File: src/rtl/sl_receiver_if.sv
// sl_receiver_if: configuration and word/status bus of the SL line receiver.
interface sl_receiver_if;
    logic [7:0]  wr_config_w;
    logic        wr_config_en;
    logic [7:0]  r_config_w;
    logic [31:0] data_out;
    logic        rx_valid;
    logic        parity_err;
    logic        length_err;
    logic        frame_err;
    logic        irq;
    logic        rx_ack;
    logic        receive_in_process;
    modport slave(
        input  wr_config_w, wr_config_en, rx_ack,
        output r_config_w, data_out, rx_valid, parity_err, length_err, frame_err, irq, receive_in_process
    );
    modport master(
        output wr_config_w, wr_config_en, rx_ack,
        input  r_config_w, data_out, rx_valid, parity_err, length_err, frame_err, irq, receive_in_process
    );
endinterface

File: src/rtl/sl_receiver.sv
// sl_receiver: two-wire SL line receiver with odd parity, word length and framing checks.
// Define SL_RX_GLITCH_FILTER_EN to accept a new line state only after two identical samples.
module sl_receiver #(
    parameter int TIMEOUT_CYCLES = 64
) (
    input  logic         clk,
    input  logic         rst_n,
    input  logic         SL0,
    input  logic         SL1,
    sl_receiver_if.slave bus
);
    typedef enum logic [1:0] {IDLE, BIT, GAP, END} state_t;
    state_t      state_q, state_d;
    logic [1:0]  m_q, s_q, p, p_last_q;
    logic [5:0]  cnt_q, cnt_d, bq_q, bq_d, wbq;
    logic        irqm_q, irqm_d, par_q, par_d;
    logic [31:0] sr_q, sr_d, data_q, data_d, mask;
    logic [9:0]  tmr_q, tmr_d;
    logic [7:0]  cfg_q, cfg_d;
    logic        valid_q, valid_d, perr_q, perr_d, lerr_q, lerr_d, ferr_q, ferr_d, irq_q, irq_d;
    logic        is_bit, same, tout, lok, gd, pe, le, fe;
`ifdef SL_RX_GLITCH_FILTER_EN
    logic [1:0]  t_q, f_q;
    // the held value only moves once the synchroniser has shown the same pair twice
    assign p = (s_q == t_q) ? s_q : f_q;
    always_ff @(posedge clk or negedge rst_n) begin
        if (!rst_n) begin
            t_q <= 2'b11;
            f_q <= 2'b11;
        end else begin
            t_q <= s_q;
            f_q <= p;
        end
    end
`else
    assign p = s_q;
`endif
    always_comb begin
        wbq = (bus.wr_config_w[5:0] == 6'd0 || bus.wr_config_w[5:0] > 6'd32) ? 6'd32 : bus.wr_config_w[5:0];
        cfg_d = bus.wr_config_en ? {bus.wr_config_w[7:6], wbq} : cfg_q;
        is_bit = p == 2'b10 || p == 2'b01;
        same = p == p_last_q;
        tout = state_q != IDLE && same && tmr_q == 10'(TIMEOUT_CYCLES - 1);
        tmr_d = (state_q == IDLE || !same) ? 10'd0 : tmr_q + 10'd1;
        lok = cnt_q == bq_q + 6'd1;
        mask = bq_q[5] ? '1 : (32'd1 << bq_q) - 32'd1;
        state_d = state_q;
        cnt_d = cnt_q;
        bq_d = bq_q;
        irqm_d = irqm_q;
        par_d = par_q;
        sr_d = sr_q;
        data_d = data_q;
        gd = 1'b0;
        pe = 1'b0;
        le = 1'b0;
        fe = 1'b0;
        case (state_q)
            IDLE: if (is_bit) begin
                state_d = BIT;
                bq_d = cfg_q[5:0];
                irqm_d = cfg_q[6];
                cnt_d = 6'd1;
                par_d = p[1];
                sr_d[0] = p[1];
            end
            BIT: if (p == 2'b11) state_d = GAP;
                 else if (!same) begin
                     state_d = END;
                     fe = 1'b1;
                 end
            GAP: if (is_bit) begin
                state_d = BIT;
                cnt_d = (cnt_q == 6'd63) ? cnt_q : cnt_q + 6'd1;
                par_d = par_q ^ p[1];
                if (cnt_q < bq_q) sr_d[cnt_q[4:0]] = p[1];
            end else if (p == 2'b00) begin
                state_d = END;
                gd = lok && par_q;
                le = !lok;
                pe = !par_q;
                data_d = gd ? sr_q & mask : data_q;
            end
            END: if (p == 2'b11) state_d = IDLE;
            default: state_d = IDLE;
        endcase
        if (tout) begin
            state_d = IDLE;
            fe = 1'b1;
        end
        valid_d = gd;
        perr_d = pe || (perr_q && !bus.rx_ack);
        lerr_d = le || (lerr_q && !bus.rx_ack);
        ferr_d = fe || (ferr_q && !bus.rx_ack);
        irq_d = pe || le || fe || (gd && !irqm_q) || (irq_q && !bus.rx_ack);
    end
    always_ff @(posedge clk or negedge rst_n) begin
        if (!rst_n) begin
            m_q <= 2'b11;
            s_q <= 2'b11;
            p_last_q <= 2'b11;
            state_q <= IDLE;
            cnt_q <= '0;
            bq_q <= 6'd32;
            irqm_q <= 1'b0;
            par_q <= 1'b0;
            sr_q <= '0;
            data_q <= '0;
            tmr_q <= '0;
            cfg_q <= 8'h20;
            valid_q <= 1'b0;
            perr_q <= 1'b0;
            lerr_q <= 1'b0;
            ferr_q <= 1'b0;
            irq_q <= 1'b0;
        end else begin
            m_q <= {SL0, SL1};
            s_q <= m_q;
            p_last_q <= p;
            state_q <= state_d;
            cnt_q <= cnt_d;
            bq_q <= bq_d;
            irqm_q <= irqm_d;
            par_q <= par_d;
            sr_q <= sr_d;
            data_q <= data_d;
            tmr_q <= tmr_d;
            cfg_q <= cfg_d;
            valid_q <= valid_d;
            perr_q <= perr_d;
            lerr_q <= lerr_d;
            ferr_q <= ferr_d;
            irq_q <= irq_d;
        end
    end
    assign bus.r_config_w = cfg_q;
    assign bus.data_out = data_q;
    assign bus.rx_valid = valid_q;
    assign bus.parity_err = perr_q;
    assign bus.length_err = lerr_q;
    assign bus.frame_err = ferr_q;
    assign bus.irq = irq_q;
    assign bus.receive_in_process = state_q != IDLE;
endmodule

File: src/flat_wrapper.sv
// flat-port wrapper written by rule: the top's interface ports become plain ports
module sl_receiver_flat 
#(
    parameter int TIMEOUT_CYCLES = 64
)
  (clk, rst_n, SL0, SL1, bus_wr_config_w, bus_wr_config_en, bus_rx_ack, bus_r_config_w, bus_data_out, bus_rx_valid, bus_parity_err, bus_length_err, bus_frame_err, bus_irq, bus_receive_in_process);
  sl_receiver_if bus_i ();
  input  logic clk;
  input  logic rst_n;
  input  logic SL0;
  input  logic SL1;
  input wire logic [$bits(bus_i.wr_config_w)-1:0] bus_wr_config_w;
  input wire logic [$bits(bus_i.wr_config_en)-1:0] bus_wr_config_en;
  input wire logic [$bits(bus_i.rx_ack)-1:0] bus_rx_ack;
  output wire logic [$bits(bus_i.r_config_w)-1:0] bus_r_config_w;
  output wire logic [$bits(bus_i.data_out)-1:0] bus_data_out;
  output wire logic [$bits(bus_i.rx_valid)-1:0] bus_rx_valid;
  output wire logic [$bits(bus_i.parity_err)-1:0] bus_parity_err;
  output wire logic [$bits(bus_i.length_err)-1:0] bus_length_err;
  output wire logic [$bits(bus_i.frame_err)-1:0] bus_frame_err;
  output wire logic [$bits(bus_i.irq)-1:0] bus_irq;
  output wire logic [$bits(bus_i.receive_in_process)-1:0] bus_receive_in_process;
  assign bus_i.wr_config_w = bus_wr_config_w;
  assign bus_i.wr_config_en = bus_wr_config_en;
  assign bus_i.rx_ack = bus_rx_ack;
  assign bus_r_config_w = bus_i.r_config_w;
  assign bus_data_out = bus_i.data_out;
  assign bus_rx_valid = bus_i.rx_valid;
  assign bus_parity_err = bus_i.parity_err;
  assign bus_length_err = bus_i.length_err;
  assign bus_frame_err = bus_i.frame_err;
  assign bus_irq = bus_i.irq;
  assign bus_receive_in_process = bus_i.receive_in_process;
  sl_receiver #(.TIMEOUT_CYCLES(TIMEOUT_CYCLES)) u_core (.clk(clk), .rst_n(rst_n), .SL0(SL0), .SL1(SL1), .bus(bus_i));
endmodule
File: config.mk
export PLATFORM = sky130hd
export DESIGN_NAME = sl_receiver_flat
export DESIGN_NICKNAME = d
export VERILOG_FILES = /design/src/rtl/sl_receiver_if.sv /design/src/rtl/sl_receiver.sv /design/src/flat_wrapper.sv
export SDC_FILE = /design/constraint.sdc
export NUM_CORES = 1
export LEC_CHECK = 0
export ABC_CLOCK_PERIOD_IN_PS = 3810
export CORE_UTILIZATION = 45
export DETAILED_ROUTE_END_ITERATION = 8
export DONT_BUFFER_PORTS = 1
export PLACE_DENSITY = 0.71
export SYNTH_ARGS = -nofsm -noshare
export SYNTH_HDL_FRONTEND = slang
export SYNTH_SLANG_ARGS = --single-unit
File: constraint.sdc
create_clock -name clk -period 3.81 [get_ports clk]
set_input_delay 0.762 -clock clk [delete_from_list [all_inputs] [get_ports clk]]
set_output_delay 0.762 -clock clk [all_outputs]
set_load 0.005 [all_outputs]
==> qor.yml <==
logic_synthesis:
  yosys_warnings: 0
  syn-cell-area_um2: 6181
  avgSynthCellArea_um2: 9.351
  synth_edf_count: 0
  ys.flop_type: "dfrtp_1"
  synth_fp_nets: 695
  async_flop_share_pct: 100.0
  ys_ff_latch: 109
  synth-seq-area-share_pct: 44.29
  synth.distinct_cells: 57
  syn_inst: 661
power_and_ir_drop:
  p_leak_uw: 0.002957
  ir_drop_v: 0.0002746
  p_per_area_nw_per_um2: 706.8
hold_path:
  hold_class: "primary input to async pin"
critical_path:
  ff2ff_setup_slack_ps: 560
  r2r-end: "u_core.bus.data_out[27]"
  r2r_start: "u_core.bq_q[0]"
  path_class: "flop to flop"
  critPathLaunchType: "flop"
  r2r_cells: 9
  cp.arrival_ps: 3510
  startpoint: "u_core.bq_q[0]"
  worstSetupEndpoint: "u_core.bus.data_out[27]"
  endpoint_kind: "flop"
  path_max_fanout: 9
  cp.required_ps: 4070
job:
  maxCapViolCount: 0
clocking:
  cts_setup_buffers: 0
  cts_buffer_depth: 2
  insertion_delay_ps: 370
  ctsHoldBuffers: 0
  clk_pin_slew_ps: 80
  clock_sinks: 109
  cts_resized: 0
  numCtsBuffers: 9
  cts_htree_levels: 3
  cts_tree: "built"
  clock-root-buffer: "clkbuf_16"
sta:
  hold_viol: 0
  slew_violations: 0
  fin_tns_setup_ps: 0
  finalWorstSetupSlack_ps: 558.7
  slew_headroom_pct: 22.66
  clock_skew_ps: 11.47
  period_needed_ps: 3251
  tightestPinTransition_ps: 1150
  max_freq_mhz: 307.6
  fin_crit_sh_pct: 85.34
  rsz0062_at_grt: "false"
  setup_viol: 0
drt:
  vias_per_cell: 5.911
  drc: 0
  wirelength_um: 15990
  routedWlPerCell_um: 19.31
  ant_nets: 0
  drtIter0Drc: 348
  first_pass_iters: 5
  num_vias: 4894
final_layout:
  diodes: 0
  finalNetCount: 681
  layout_common_cells: "dfrtp_1 (101), nand3_1 (66), nand2_1 (61)"
  drive_above_1_share_pct: 13.65
  final_common_cell: "dfrtp_1"
  areaGrowthSynthToFinish_pct: 7.470
placement:
  gp_congestion: 0.9446
  dpl.hpwl_um: 11060
  post-place-ws_ps: 533.0
  port_buffers: 0
global_routing:
  antenna_found_initial: 0
  grt_pass1_wl_um: 26290
  grt_pass1_vias: 4906
  overflow: 0
  gr-usage-all-layers_pct: 24.08
  grt_start_max_net_pins: 110
floorplanning:
  die_h_um: 119.2
  die_area_um2: 14210
  initial_core_util_pct: 46.49
  die_width_um: 119.2
  ios: 60
  fp-row-count: 42
  design.core.area_um2: 13300
outcome:
  status: "complete, no violations"
cell families (layout without fill, tap and decap cells):
group	count (synthesis)	after routing	synth area share (%)
AOI/OAI and AO/OA	109	109	10.87
DFF	109	109	44.29
buffers and inverters	65	56	4.433
adders and majority gates	20	20	4.049
xor gates and xnor gates	37	37	5.243
muxes	54	54	9.474
and+or+nand+nor	267	267	21.64
flip-flops by register name, indices dropped and copies added, names as in the netlist, 2 cells and up:
signal / flops
u_core.bus.data_out: 32
u_core.sr_q: 32
u_core.tmr_q: 10
u_core.bus.r_config_w: 8
u_core.bq_q: 6
u_core.cnt_q: 6
u_core.m_q: 2
u_core.p: 2
u_core.p_last_q: 2
u_core.state_q: 2
final cells by class:
| class | instances | area (µm²) |
|---|---|---|
| fill | 1244 | 6653 |
| multi-input combinational | 487 | 3169 |
| sequential | 109 | 2738 |
| clock buffer | 9 | 225.2 |
| tap | 176 | 220.2 |
| timing repair buffer | 16 | 120.1 |
| inverter | 24 | 90.09 |
| clock inverter | 7 | 80.08 |
Yosys cell counts, types with 9 or more instances:
cell type / n / area, µm²
a21oi_1: 31 / 155.2
buf_2: 9 / 45.04
clkbuf_1: 25 / 93.84
dfrtp_1: 101 / 2527
ha_1: 20 / 250.2
inv_1: 24 / 90.09
mux2_2: 36 / 405.4
mux2i_1: 18 / 180.2
nand2_1: 61 / 229.0
nand3_1: 66 / 330.3
nand4_1: 9 / 56.30
nor2_1: 59 / 221.5
nor3_1: 12 / 60.06
o21ai_0: 39 / 195.2
xnor2_1: 22 / 192.7
xor2_1: 15 / 131.4
worst min path at each step:
stage	start	end	slack [ps]	cells past startpoint
after detailed placement	u_core.m_q[1]	u_core.p[1]	350	0
after global placement	u_core.m_q[1]	u_core.p[1]	350	0
final	rst_n	u_core.bus.data_out[11]	80	0
after floorplan	u_core.m_q[0]	u_core.p[0]	350	0
after global routing	rst_n	u_core.sr_q[13]	70	0
after CTS	rst_n	u_core.sr_q[13]	70	0
report_power, final:
part	leakage [µW]	total, µW	switching (µW)	internal [µW]
clock	0.000148	978	459	519
sequential	0.00146	1450	177	1270
combinational	0.00135	2270	1410	857
critical path, cell delays in order, from the launching register on:
cell,delay (ps)
dfrtp_1,440
ha_1,250
ha_1,300
buf_4,210
nor4_1,270
a21oi_1,100
nor4_1,940
nand3_1,230
mux2i_1,180
a31o_1,220
metal layers:
metal  up-vias  wire length, µm  global-route usage [%]
li1       2295                -                       -
met1      2406             6825                   30.37
met2       159             7714                   39.06
met3        34             1001                   5.843
met4         0              445                   10.68
met5         -                0                       0
stage by stage:
step | cells | power (µW) | hold slack, ps | util, % | cell area (µm²)
after floorplan | 661 | 3061 | 345.2 | - | 6181
after global placement | 812 | 3657 | 348.0 | 47.67 | 6337
after detailed placement | 812 | 3687 | 347.9 | 47.67 | 6337
after CTS | 828 | 4684 | 68.55 | 49.96 | 6643
after global routing | 828 | 4993 | 66.23 | 49.96 | 6643
final | 828 | 4695 | 82.86 | 49.96 | 6643
Power figures use the tool's default switching activity.
